`src/rtl/alu_seq_pkg.sv`:
```
// Shared types and constants for the ALU command sequencer: FSM states,
// command codes, ALU control encodings and flag bit positions.
package alu_seq_pkg;

  typedef enum logic [1:0] {
    ST_IDLE = 2'd0,
    ST_READ = 2'd1,
    ST_EXEC = 2'd2,
    ST_WB   = 2'd3
  } state_e;

  localparam logic [3:0] ALU_SEQ_OP_AND   = 4'h0;
  localparam logic [3:0] ALU_SEQ_OP_OR    = 4'h1;
  localparam logic [3:0] ALU_SEQ_OP_ADD   = 4'h2;
  localparam logic [3:0] ALU_SEQ_OP_SUB   = 4'h3;
  localparam logic [3:0] ALU_SEQ_OP_SLT   = 4'h4;
  localparam logic [3:0] ALU_SEQ_OP_SHIFT = 4'h5;
  localparam logic [3:0] ALU_SEQ_OP_CMP   = 4'h6;
  localparam logic [3:0] ALU_SEQ_OP_MOV   = 4'h7;

  localparam logic [3:0] ALU_CONT_AND   = 4'b0000;
  localparam logic [3:0] ALU_CONT_OR    = 4'b0001;
  localparam logic [3:0] ALU_CONT_ADD   = 4'b0010;
  localparam logic [3:0] ALU_CONT_SUB   = 4'b1110;
  localparam logic [3:0] ALU_CONT_SLT   = 4'b1111;
  localparam logic [3:0] ALU_CONT_SHIFT = 4'b0100;

  localparam int FLAG_N = 3;
  localparam int FLAG_Z = 2;
  localparam int FLAG_F = 1;
  localparam int FLAG_C = 0;

endpackage

```
`src/rtl/alu_seq_decode.sv`:
```
// Command decoder: op code to ALU control and command attributes.
// CMP is only a legal command when ALU_SEQ_FLAGS_EN is defined.
module alu_seq_decode
  import alu_seq_pkg::*;
(
  input  logic [3:0] op,
  output logic [3:0] alu_cont,
  output logic       writes_back,
  output logic       sets_flags,
  output logic       is_mov,
  output logic       legal
);

  always_comb begin
    alu_cont    = ALU_CONT_AND;
    writes_back = 1'b0;
    sets_flags  = 1'b0;
    is_mov      = 1'b0;
    legal       = 1'b1;
    case (op)
      ALU_SEQ_OP_AND:   writes_back = 1'b1;
      ALU_SEQ_OP_OR: begin
        alu_cont    = ALU_CONT_OR;
        writes_back = 1'b1;
      end
      ALU_SEQ_OP_ADD: begin
        alu_cont    = ALU_CONT_ADD;
        writes_back = 1'b1;
        sets_flags  = 1'b1;
      end
      ALU_SEQ_OP_SUB: begin
        alu_cont    = ALU_CONT_SUB;
        writes_back = 1'b1;
        sets_flags  = 1'b1;
      end
      ALU_SEQ_OP_SLT: begin
        alu_cont    = ALU_CONT_SLT;
        writes_back = 1'b1;
      end
      ALU_SEQ_OP_SHIFT: begin
        alu_cont    = ALU_CONT_SHIFT;
        writes_back = 1'b1;
      end
      ALU_SEQ_OP_CMP: begin
`ifdef ALU_SEQ_FLAGS_EN
        alu_cont   = ALU_CONT_SUB;
        sets_flags = 1'b1;
`else
        legal      = 1'b0;
`endif
      end
      ALU_SEQ_OP_MOV: begin
        writes_back = 1'b1;
        is_mov      = 1'b1;
      end
      default:          legal = 1'b0;
    endcase
  end

endmodule

```
`src/rtl/alu_sequencer.sv`:
```
// Four-cycle ALU command sequencer: register read, execute, writeback.
// Status flags and the CMP command exist only with ALU_SEQ_FLAGS_EN defined.
//   state | meaning
//   IDLE  | ready for a command
//   READ  | register-file addresses driven
//   EXEC  | ALU operands driven, result and flags captured
//   WB    | result written back, done pulsed
module alu_sequencer
  import alu_seq_pkg::*;
#(
  parameter int WIDTH     = 16,
  parameter int REGS_LOG2 = 4
) (
  input  logic                 clk,
  input  logic                 reset_n,
  input  logic                 cmd_valid,
  output logic                 cmd_ready,
  input  logic [3:0]           cmd_op,
  input  logic [REGS_LOG2-1:0] cmd_rdest,
  input  logic [REGS_LOG2-1:0] cmd_rsrc,
  input  logic [7:0]           cmd_imm,
  input  logic                 cmd_use_imm,
  output logic [REGS_LOG2-1:0] rf_raddr_a,
  output logic [REGS_LOG2-1:0] rf_raddr_b,
  input  logic [WIDTH-1:0]     rf_rdata_a,
  input  logic [WIDTH-1:0]     rf_rdata_b,
  output logic                 rf_we,
  output logic [REGS_LOG2-1:0] rf_waddr,
  output logic [WIDTH-1:0]     rf_wdata,
  output logic [WIDTH-1:0]     alu_a,
  output logic [WIDTH-1:0]     alu_b,
  output logic [3:0]           alu_cont,
  output logic                 alu_cin,
  input  logic [WIDTH-1:0]     alu_result,
  input  logic                 alu_cout,
  output logic [3:0]           flags,
  output logic                 done,
  output logic                 busy
);

  state_e               state_q, state_d;
  logic [3:0]           op_q, op_d;
  logic [REGS_LOG2-1:0] rdest_q, rdest_d;
  logic [REGS_LOG2-1:0] rsrc_q, rsrc_d;
  logic [7:0]           imm_q, imm_d;
  logic                 use_imm_q, use_imm_d;
  logic [WIDTH-1:0]     result_q, result_d;

  logic [3:0]           dec_alu_cont;
  logic                 dec_writes_back;
  logic                 dec_sets_flags;
  logic                 dec_is_mov;
  logic                 dec_legal;
  logic [WIDTH-1:0]     opnd_b;

  alu_seq_decode u_decode (
    .op          (op_q),
    .alu_cont    (dec_alu_cont),
    .writes_back (dec_writes_back),
    .sets_flags  (dec_sets_flags),
    .is_mov      (dec_is_mov),
    .legal       (dec_legal)
  );

  assign opnd_b = use_imm_q ? {{(WIDTH-8){imm_q[7]}}, imm_q} : rf_rdata_b;
  assign busy   = (state_q != ST_IDLE);

  always_comb begin
    state_d    = state_q;
    op_d       = op_q;
    rdest_d    = rdest_q;
    rsrc_d     = rsrc_q;
    imm_d      = imm_q;
    use_imm_d  = use_imm_q;
    result_d   = result_q;
    cmd_ready  = 1'b0;
    rf_raddr_a = '0;
    rf_raddr_b = '0;
    rf_we      = 1'b0;
    rf_waddr   = '0;
    rf_wdata   = '0;
    alu_a      = '0;
    alu_b      = '0;
    alu_cont   = '0;
    alu_cin    = 1'b0;
    done       = 1'b0;
    case (state_q)
      ST_IDLE: begin
        cmd_ready = 1'b1;
        if (cmd_valid) begin
          op_d      = cmd_op;
          rdest_d   = cmd_rdest;
          rsrc_d    = cmd_rsrc;
          imm_d     = cmd_imm;
          use_imm_d = cmd_use_imm;
          state_d   = ST_READ;
        end
      end
      ST_READ: begin
        rf_raddr_a = rdest_q;
        rf_raddr_b = rsrc_q;
        state_d    = ST_EXEC;
      end
      ST_EXEC: begin
        alu_a    = rf_rdata_a;
        alu_b    = opnd_b;
        alu_cont = dec_alu_cont;
        // MOV bypasses the ALU; illegal ops leave the result register alone
        if (dec_legal) result_d = dec_is_mov ? opnd_b : alu_result;
        state_d  = ST_WB;
      end
      ST_WB: begin
        rf_we    = dec_writes_back;
        rf_waddr = rdest_q;
        rf_wdata = result_q;
        done     = 1'b1;
        state_d  = ST_IDLE;
      end
      default: state_d = ST_IDLE;
    endcase
  end

  always_ff @(posedge clk or negedge reset_n) begin
    if (!reset_n) begin
      state_q   <= ST_IDLE;
      op_q      <= '0;
      rdest_q   <= '0;
      rsrc_q    <= '0;
      imm_q     <= '0;
      use_imm_q <= 1'b0;
      result_q  <= '0;
    end else begin
      state_q   <= state_d;
      op_q      <= op_d;
      rdest_q   <= rdest_d;
      rsrc_q    <= rsrc_d;
      imm_q     <= imm_d;
      use_imm_q <= use_imm_d;
      result_q  <= result_d;
    end
  end

`ifdef ALU_SEQ_FLAGS_EN
  logic [3:0] flags_q, flags_d;
  logic       sign_a, sign_b, sign_r, ovf_cand;

  assign sign_a = rf_rdata_a[WIDTH-1];
  assign sign_b = opnd_b[WIDTH-1];
  assign sign_r = alu_result[WIDTH-1];
  // ADD overflows from like-signed operands, SUB/CMP from unlike-signed ones
  assign ovf_cand = (op_q == ALU_SEQ_OP_ADD) ? (sign_a == sign_b) : (sign_a != sign_b);

  always_comb begin
    flags_d = flags_q;
    if (state_q == ST_EXEC && dec_sets_flags) begin
      flags_d[FLAG_N] = sign_r;
      flags_d[FLAG_Z] = (alu_result == '0);
      flags_d[FLAG_F] = ovf_cand & (sign_r != sign_a);
      flags_d[FLAG_C] = alu_cout;
    end
  end

  always_ff @(posedge clk or negedge reset_n) begin
    if (!reset_n) flags_q <= '0;
    else          flags_q <= flags_d;
  end

  assign flags = flags_q;
`else
  logic unused_flag_inputs;
  assign unused_flag_inputs = ^{alu_cout, dec_sets_flags};
  assign flags = '0;
`endif

endmodule

```
`config.mk`:
```
export PLATFORM = sky130hd
export DESIGN_NAME = alu_sequencer
export DESIGN_NICKNAME = d
export VERILOG_FILES = /design/src/rtl/alu_seq_pkg.sv /design/src/rtl/alu_seq_decode.sv /design/src/rtl/alu_sequencer.sv
export SDC_FILE = /design/constraint.sdc
export NUM_CORES = 1
export LEC_CHECK = 0
export CAP_MARGIN = 15
export CORE_AREA = 2 2 85 87
export DETAILED_ROUTE_END_ITERATION = 8
export DIE_AREA = 0 0 87 89
export PLACE_DENSITY = 0.75
export SKIP_CTS_REPAIR_TIMING = 1
export SLEW_MARGIN = 20
export SYNTH_ARGS = -nofsm -noshare
export SYNTH_HDL_FRONTEND = slang
export SYNTH_SLANG_ARGS = --single-unit
```
`constraint.sdc`:
```
create_clock -name clk -period 2.5 [get_ports clk]
set_input_delay 0.25 -clock clk [delete_from_list [all_inputs] [get_ports clk]]
set_output_delay 0.25 -clock clk [all_outputs]
set_load 0.01 [all_outputs]
```
# After elaboration in Yosys (flattened, before gate mapping)

Cells that the tools add are included.

Bits in registers: 39
Word-level logic and storage cells: 40
Output and inout bits: 73
Bits of input ports: 73

Reduce and logical (&&, ||, !) cells: 6
Equality and inequality tests: 10
Muxes and demuxes: 17

Operators with widths:

| cell                                                | count |
|---|---|
| 2-to-1 mux 16 bit                                   | 5 |
| one-hot mux 4 bit (5 select lines)                  | 1 |
| 2-to-1 mux 4 bit                                    | 4 |
| equality test 4 x 3 -> 1 bit, second input constant | 3 |
| equality test 4 x 2 -> 1 bit, second input constant | 2 |
| one-hot mux 2 bit (4 select lines)                  | 1 |
| OR reduction 7 bit                                  | 1 |
| 2-to-1 mux 1 bit                                    | 5 |
| equality test 2 bit, second input constant          | 2 |
| equality test 4 x 1 -> 1 bit, second input constant | 1 |
| logical NOT 4 bit                                   | 1 |
| AND reduction 2 bit                                 | 2 |
| equality test 2 x 1 -> 1 bit, second input constant | 1 |
| logical NOT 2 bit                                   | 1 |
| 2-to-1 mux 2 bit                                    | 1 |
| inequality test 2 bit, second input constant        | 1 |
| nonzero test 2 bit                                  | 1 |

# Logic depth before layout (Yosys ltp)

Gate-level depths: netlist of the first run.

Depth in word-level cells: 4
Mapped depth: 7
Gate-level depth less buffers: 5

# Cells and area by module

Synthesis of the first run repeated with hierarchy kept, for this count alone.

Cells, all modules: 247
Area total of the unflattened synthesis: 2670.1 sq um

Modules (own cells, without submodules):

| module         | instances | cells each | seq. area each (sq um) | area each (sq um) |
|---|---|---|---|---|
| alu_sequencer  | 1         | 232        | 975.9                  | 2581.2 |
| alu_seq_decode | 1         | 15         | 0.0                    | 88.8 |

# Worst setup path before layout of the first run

OpenSTA, ideal clock, no wires.

Path kind: flip-flop to flip-flop
Start point: reg state_q[0]
End point: reg result_q[0]
Stages on the path, launching flop included: 8
Path buffers: 2
Arrival time: 1646 ps
Path slack: 729 ps
Setup time: 125 ps
Period minus slack after synthesis: 1771 ps
Data required time: 2375 ps
Cell sequence: dfrtp_1 -> inv_1 -> ha_1 -> nand2b_1 -> o21ba_2 -> buf_4 -> buf_6 -> mux2_2

Word-level cells in the longest chain between the ends: 2

RTL lines:

| item                                 | RTL line             | text |
|---|---|---|
| start, declared                      | alu_sequencer.sv:41  | `state_e state_q, state_d;` |
| start signal, assigned               | alu_sequencer.sv:133 | `state_q <= state_d;` |
| equality test 2 bit                  | alu_sequencer.sv:87  | `case (state_q)` |
| AND reduction 2 bit (no source line) | -                    |  |
| end signal, assigned                 | alu_sequencer.sv:139 | `result_q <= result_d;` |
| end, declared                        | alu_sequencer.sv:47  | `logic [WIDTH-1:0] result_q, result_d;` |

Every way passes these cells.
A chain may end at the register's enable or synchronous reset.

# Worst setup path in the final report of the first run

Start point: reg use_imm_q
End point: out alu_b[2]

Word-level cells in the longest chain between the ends: 2

RTL lines:

| item                   | RTL line             | text |
|---|---|---|
| start, declared        | alu_sequencer.sv:46  | `logic use_imm_q, use_imm_d;` |
| start signal, assigned | alu_sequencer.sv:138 | `use_imm_q <= use_imm_d;` |
| 2-to-1 mux 16 bit      | alu_sequencer.sv:65  | `assign opnd_b = use_imm_q ? {{(WIDTH-8){imm_q[7]}}, imm_q} : rf_rdata_b;` |
| 2-to-1 mux 16 bit      | alu_sequencer.sv:87  |  |
| end, declared          | alu_sequencer.sv:31  | `output logic [WIDTH-1:0] alu_b,` |

Every way passes these cells.

==> results_dict.tcl, run 1 <==
set metrics [dict create \
    outcome "completed" \
    crit_buf_inv 2 \
    ios 146 \
    min_period_ns 2.23 \
    cts_tree "yes" \
    yosys_register_bits 39 \
    place_congestion 0.755 \
    vias 2084 \
    max_freq_ghz 0.448 \
    criticalPathCategory "flip-flop to primary output" \
    core_um2 6720 \
    max_slew_margin 0.410 \
    grt_usage 0.175 \
    die_w_um 87 \
    grt_pass1_vias 2260 \
    netlist_top_cells_count "and2_1, mux2_2, dfrtp_1" \
    ys.flop_type "dfrtp_1" \
    postSynth.asyncResetShare 1.00 \
    grt_max_degree 40 \
    vias_per_cell 4.73 \
    synth_largest_area_cell "dfrtp_1" \
    drc 0 \
    r2r_start "state_q[0]$_DFFE_PN0P_" \
    maxCapViolations 0 \
    hp-class "input pin to asynchronous set/reset pin" \
    path_max_fanout 10 \
    p_leak_nw 1.66 \
    syn_to_final_growth_pct 60.3 \
    first_pass_iters 4 \
    netlist_area_um2 2500 \
    cts.sinks 39 \
    ant_nets 0 \
    slowest_stage "dfrtp_1" \
    setup_tns_ns 0 \
    die_height_um 89 \
    fin_crit_sh 0.893 \
    setup_viol 0 \
    netlist_instances 221 \
    p_per_area_nw_per_um2 1030 \
    crit_required_ns 2.25 \
    diodes 0 \
    nets 438 \
    yosysSeqAreaShare 0.391 \
    rsz0062_at_grt "false" \
    peakVddDrop_mv 0.491 \
    report.final.slew_viol_count 0 \
    clock_latency_ns 0.29 \
    start_util 0.372 \
    yosys_warnings 0 \
    hold_viol_final 0 \
    critPathLaunch "use_imm_q$_DFFE_PN0P_" \
    drive_above_1_share 0.202 \
    ctsRootBufferMaster "clkbuf_8" \
    crit_chain "buf_4 > mux2i_1 > nor2b_1 > clkdlybuf4s50_1" \
    clk_pin_slew_ns 0.07 \
    grt_overflow_total 0 \
    avgSynthCellArea_um2 11.3 \
    finalPower_mw 4.12 \
    worstPathArrival_ns 1.98 \
    dp_hpwl_um 5090 \
    io_buffer_count 139 \
    yosysTopAreaCellShare 0.391 \
    dieArea_um2 7740 \
    clock_skew_ns 0.00373 \
    ys_types 28 \
    synth_edf_count 0 \
    numCtsBuffers 5 \
    clock_path_buffers 2 \
    startpoint_type "flip-flop" \
    num-fill-cells 588 \
    crit_family "buffers and inverters" \
    std_cell_rows 30 \
    drtIter0Drc 23 \
    antenna_found_initial 0 \
    cp-end-kind "primary output" \
    h-tree-depth 2 \
    critPathMaxStageDelay_ns 0.61 \
    grt_pass1_wl_um 10400 \
    worst_pin_slew_ns 0.885 \
    wirelength_um 6560 \
    ys_top_cells_by_area "dfrtp_1, mux2_2, and2_1" \
    post_drt_wl_per_cell_um 14.9 \
    holdWs_ns 0.0824 \
    synth_most_common_cell "and2_1" \
]
cells in the final DEF, fill, tap and decap left out, types with 2 or more instances in the layout:
cell type and instances:
clkdlybuf4s50_1 138, and2_1 51, mux2_2 47, dfrtp_1 39, mux2i_1 14, inv_1 10, buf_4 8, nor2b_1 7
mux2_4 6, clkbuf_8 6, conb_1 5, nand2b_1 4, ha_1 4, a21oi_1 3, nand2_1 3, mux2_1 2
and2_2 2
registers in the layout, summed over array words and instances, names as in the netlist:
name	count
rsrc_q	4
result_q	16
state_q	2
rdest_q	4
op_q	4
imm_q	8
use_imm_q	1
layer usage:
metal  share of wire  up-vias  track usage
met5               0        -            0
met4          0.0076        0       0.0398
met3           0.093        5       0.0637
met2            0.52       97        0.344
met1            0.38      981        0.176
li1                -     1001            -
where the power goes:
| group | switching [mW] | total (mW) | internal, mW |
|---|---|---|---|
| Sequential | 0.233 | 1.19 | 0.960 |
| Clock | 0.208 | 0.424 | 0.216 |
| Combinational | 0.968 | 2.50 | 1.53 |
area by class of cell:
| class | instances | area (µm²) | share of cell area |
|---|---|---|---|
| Clock buffer | 6 | 82.6 | 0.0206 |
| Inverter | 10 | 37.5 | 0.00938 |
| Timing Repair Buffer | 147 | 1450 | 0.362 |
| Sequential cell | 39 | 976 | 0.244 |
| Tap cell | 80 | 100 | 0.0250 |
| Multi-Input combinational cell | 158 | 1350 | 0.338 |
| Clock inverter | 1 | 5.00 | 0.00125 |
final timing paths:
check	to	slack [ns]	cells past startpoint
max	alu_b[2]	0.27	4
min	imm_q[2]$_DFFE_PN0P_	0.08	1
max reg2reg	result_q[11]$_DFFE_PN0P_	0.49	5
min reg2reg	result_q[6]$_DFFE_PN0P_	0.50	1
max in group asynchronous	result_q[8]$_DFFE_PN0P_	1.86	1
min in group clk	result_q[6]$_DFFE_PN0P_	0.50	1
metrics by stage:
stage | utilization | instance area (µm²) | instances | worst slack (ns)
2_1_floorplan | - | 2510 | 225 | 0.729
6_report | 0.595 | 4000 | 441 | 0.268
4_1_cts | 0.595 | 4000 | 441 | 0.222
3_5_place_dp | 0.582 | 3910 | 434 | 0.461
5_1_grt | 0.595 | 4000 | 441 | 0.119
3_3_place_gp | 0.582 | 3910 | 434 | 0.498
cell families (layout without fill, tap and decap cells):
logic type	Yosys count	after routing	share of synthesized area
muxes	69	69	0.313
DFF	39	39	0.391
adders and majority gates	4	4	0.0201
and+or+nand+nor	73	73	0.182
xor gates and xnor gates	1	1	0.00351
other	1	5	0.00150
AOI/OAI and AO/OA	6	6	0.0155
buffers and inverters	28	164	0.0732
Power figures use the tool's default switching activity.
==> run 2: changes to the inputs <==
CTS_CLUSTER_DIAMETER = 40   (was unset)
GPL_ROUTABILITY_DRIVEN = 0   (was unset)
==> results of run 2 <==
The final DEF is identical to that of run 1; final timing and power are the same.
==> run 3: changes to the inputs <==
CORE_AREA = 2 2 86 88   (was 2 2 85 87)
DIE_AREA = 0 0 88 90   (was 0 0 87 89)
PLACE_DENSITY = 0.76   (was 0.75)
SYNTH_HIERARCHICAL = 1   (was unset)
==> run 3 against run 2 <==
Net effect: wire length rose by 7.5%; die area rose by 2.3%; critical endpoint is now alu_b[6]; sequential share of layout area fell by 1.2 points; via count rose by 8.2%; synthesized area rose by 6.8%; worst hold slack got worse by 0.0055 ns; sequential power rose by 4%; first-iteration DRC count rose to 3.8 times the previous value; maximum frequency fell by 4.8%; clock skew barely moved.
==> results_dict.tcl, run 3 <==
set metrics [dict create \
    core_um2 7020 \
    first_pass_iters 4 \
    p_leak_nw 1.77 \
    fin_crit_sh 0.938 \
    wirelength_um 7060 \
    min_period_ns 2.34 \
    worstPathArrival_ns 2.09 \
    dpl_cell_area_um2 4120 \
    reg_top3 "result_q: 16 flops, imm_q: 8 flops" \
    ctsRootBufferMaster "clkbuf_8" \
    netlist_instances 246 \
    startpoint_type "flip-flop" \
    yosys_warnings 6 \
    crit_family "buffers and inverters" \
    avgSynthCellArea_um2 10.8 \
    h-tree-depth 2 \
    clkPwrFrac 0.090 \
    p_comb_frac 0.640 \
    ios 146 \
    grt_pass1_vias 2270 \
    grt_usage 0.177 \
    clock_latency_ns 0.29 \
    clock_path_buffers 2 \
    die_height_um 90 \
    numCtsBuffers 5 \
    p_sw_frac 0.372 \
    setup_viol 0 \
    die_w_um 88 \
    diodes 0 \
    holdWs_ns 0.0769 \
    path_max_fanout 28 \
    switchingPower_mw 1.70 \
    max_slew_margin 0.396 \
    max_freq_ghz 0.427 \
    syn_to_final_growth_pct 57.9 \
    setup_tns_ns 0 \
    criticalPathCategory "flip-flop to primary output" \
    crit_chain "inv_1 > ha_2 > buf_4 > nor2b_1 > clkdlybuf4s50_1" \
    netlist_area_um2 2670 \
    maxCapViolations 0 \
    io_buffer_count 139 \
    antenna_found_initial 0 \
    drtIter0Drc 88 \
    hp-class "input pin to asynchronous set/reset pin" \
    ant_nets 0 \
    std_cell_rows 31 \
    stdcell_area_um2 4210 \
    post_drt_wl_per_cell_um 14.8 \
    final_cell_mix "clkdlybuf4s50_1, and2_1, dfrtp_1, mux2_4" \
    hold_viol_final 0 \
    outcome "completed" \
    dieArea_um2 7920 \
    drive_above_1_share 0.159 \
    vias 2254 \
    num-fill-cells 614 \
    slowest_stage "clkdlybuf4s50_1" \
    drc 0 \
    worst_pin_slew_ns 0.906 \
    p_int_mw 2.87 \
    clock_skew_ns 0.00338 \
    grt_max_degree 40 \
    grt_overflow_total 0 \
    crit_buf_inv 3 \
    cts.sinks 39 \
    p_per_area_nw_per_um2 1090 \
    cp-end-kind "primary output" \
    layout_commonest_cell "clkdlybuf4s50_1" \
    crit_required_ns 2.25 \
    vias_per_cell 4.73 \
    pwr-share-seq 0.270 \
    rsz0062_at_grt "false" \
    cts_tree "yes" \
    peakVddDrop_mv 0.507 \
    report.final.slew_viol_count 0 \
    clk_pin_slew_ns 0.07 \
    start_util 0.380 \
    grt_pass1_wl_um 11100 \
    nets 456 \
    top_register "result_q" \
    dp_hpwl_um 5190 \
    critPathMaxStageDelay_ns 0.55 \
    largest_reg_flops 16 \
]
-- run 3: changes by cell type in the layout (fill, tap and decap cells not counted), sizes merged, moves of 6 or more --
cell,delta
inv,-6
nand4b,+16
nor2b,+9
o211ai,+16
mux2,-33
a21bo,+16
-- run 3: area by class of cell --
cell class	instances	area (µm²)	share of cell area
clock inverter	3	15.0	0.00357
timing repair buffer	147	1480	0.350
clock buffer	5	68.8	0.0163
multi-input combinational	180	1540	0.365
tap	99	124	0.0294
sequential	39	976	0.232
inverter	4	15.0	0.00357
-- run 3: worst paths after layout --
path	start	endpoint	slack (ns)	cells past startpoint
max	state_q[0]$_DFFE_PN0P_	alu_b[6]	0.16	5
min	reset_n	rsrc_q[2]$_DFFE_PN0P_	0.08	1
max reg2reg	op_q[0]$_DFFE_PN0P_	result_q[8]$_DFFE_PN0P_	0.67	5
min reg2reg	rsrc_q[1]$_DFFE_PN0P_	rsrc_q[1]$_DFFE_PN0P_	0.51	1
max in group asynchronous	reset_n	imm_q[2]$_DFFE_PN0P_	1.85	1
min in group clk	rsrc_q[1]$_DFFE_PN0P_	rsrc_q[1]$_DFFE_PN0P_	0.51	1
-- run 3: layer usage --
| metal | GRT usage | up-vias | share of wire |
|---|---|---|---|
| met1 | 0.227 | 1065 | 0.44 |
| met3 | 0.0542 | 6 | 0.070 |
| met2 | 0.294 | 84 | 0.49 |
| met4 | 0.0333 | 0 | 0.0064 |
| met5 | 0 | - | 0 |
| li1 | - | 1099 | - |
-- run 3: through the flow --
stage                     worst slack [ns]   util  instances  total power, mW
after CTS                            0.126  0.599        477             4.63
after floorplan                      0.996      -        250             3.02
after detailed placement             0.457  0.587        469             4.19
final                                0.156  0.600        477             4.57
after global placement               0.494  0.587        469             4.13
after global routing                0.0128  0.600        477             4.92
-- run 3: power groups by stage --
stage / Combinational (mW) / Clock [mW] / Sequential [mW]
4_1_cts: 2.96 / 0.434 / 1.24
5_1_grt: 3.17 / 0.461 / 1.29
3_5_place_dp: 2.94 / 0 / 1.25
3_3_place_gp: 2.90 / 0 / 1.23
6_report: 2.92 / 0.413 / 1.24
2_1_floorplan: 1.91 / 0 / 1.11
-- run 3: worst register-to-register path, stage by stage (launching register included) --
cell	delay, ns
dfrtp_1	0.44
inv_1	0.12
a31oi_4	0.17
buf_4	0.34
nand3_2	0.38
o211ai_1	0.30
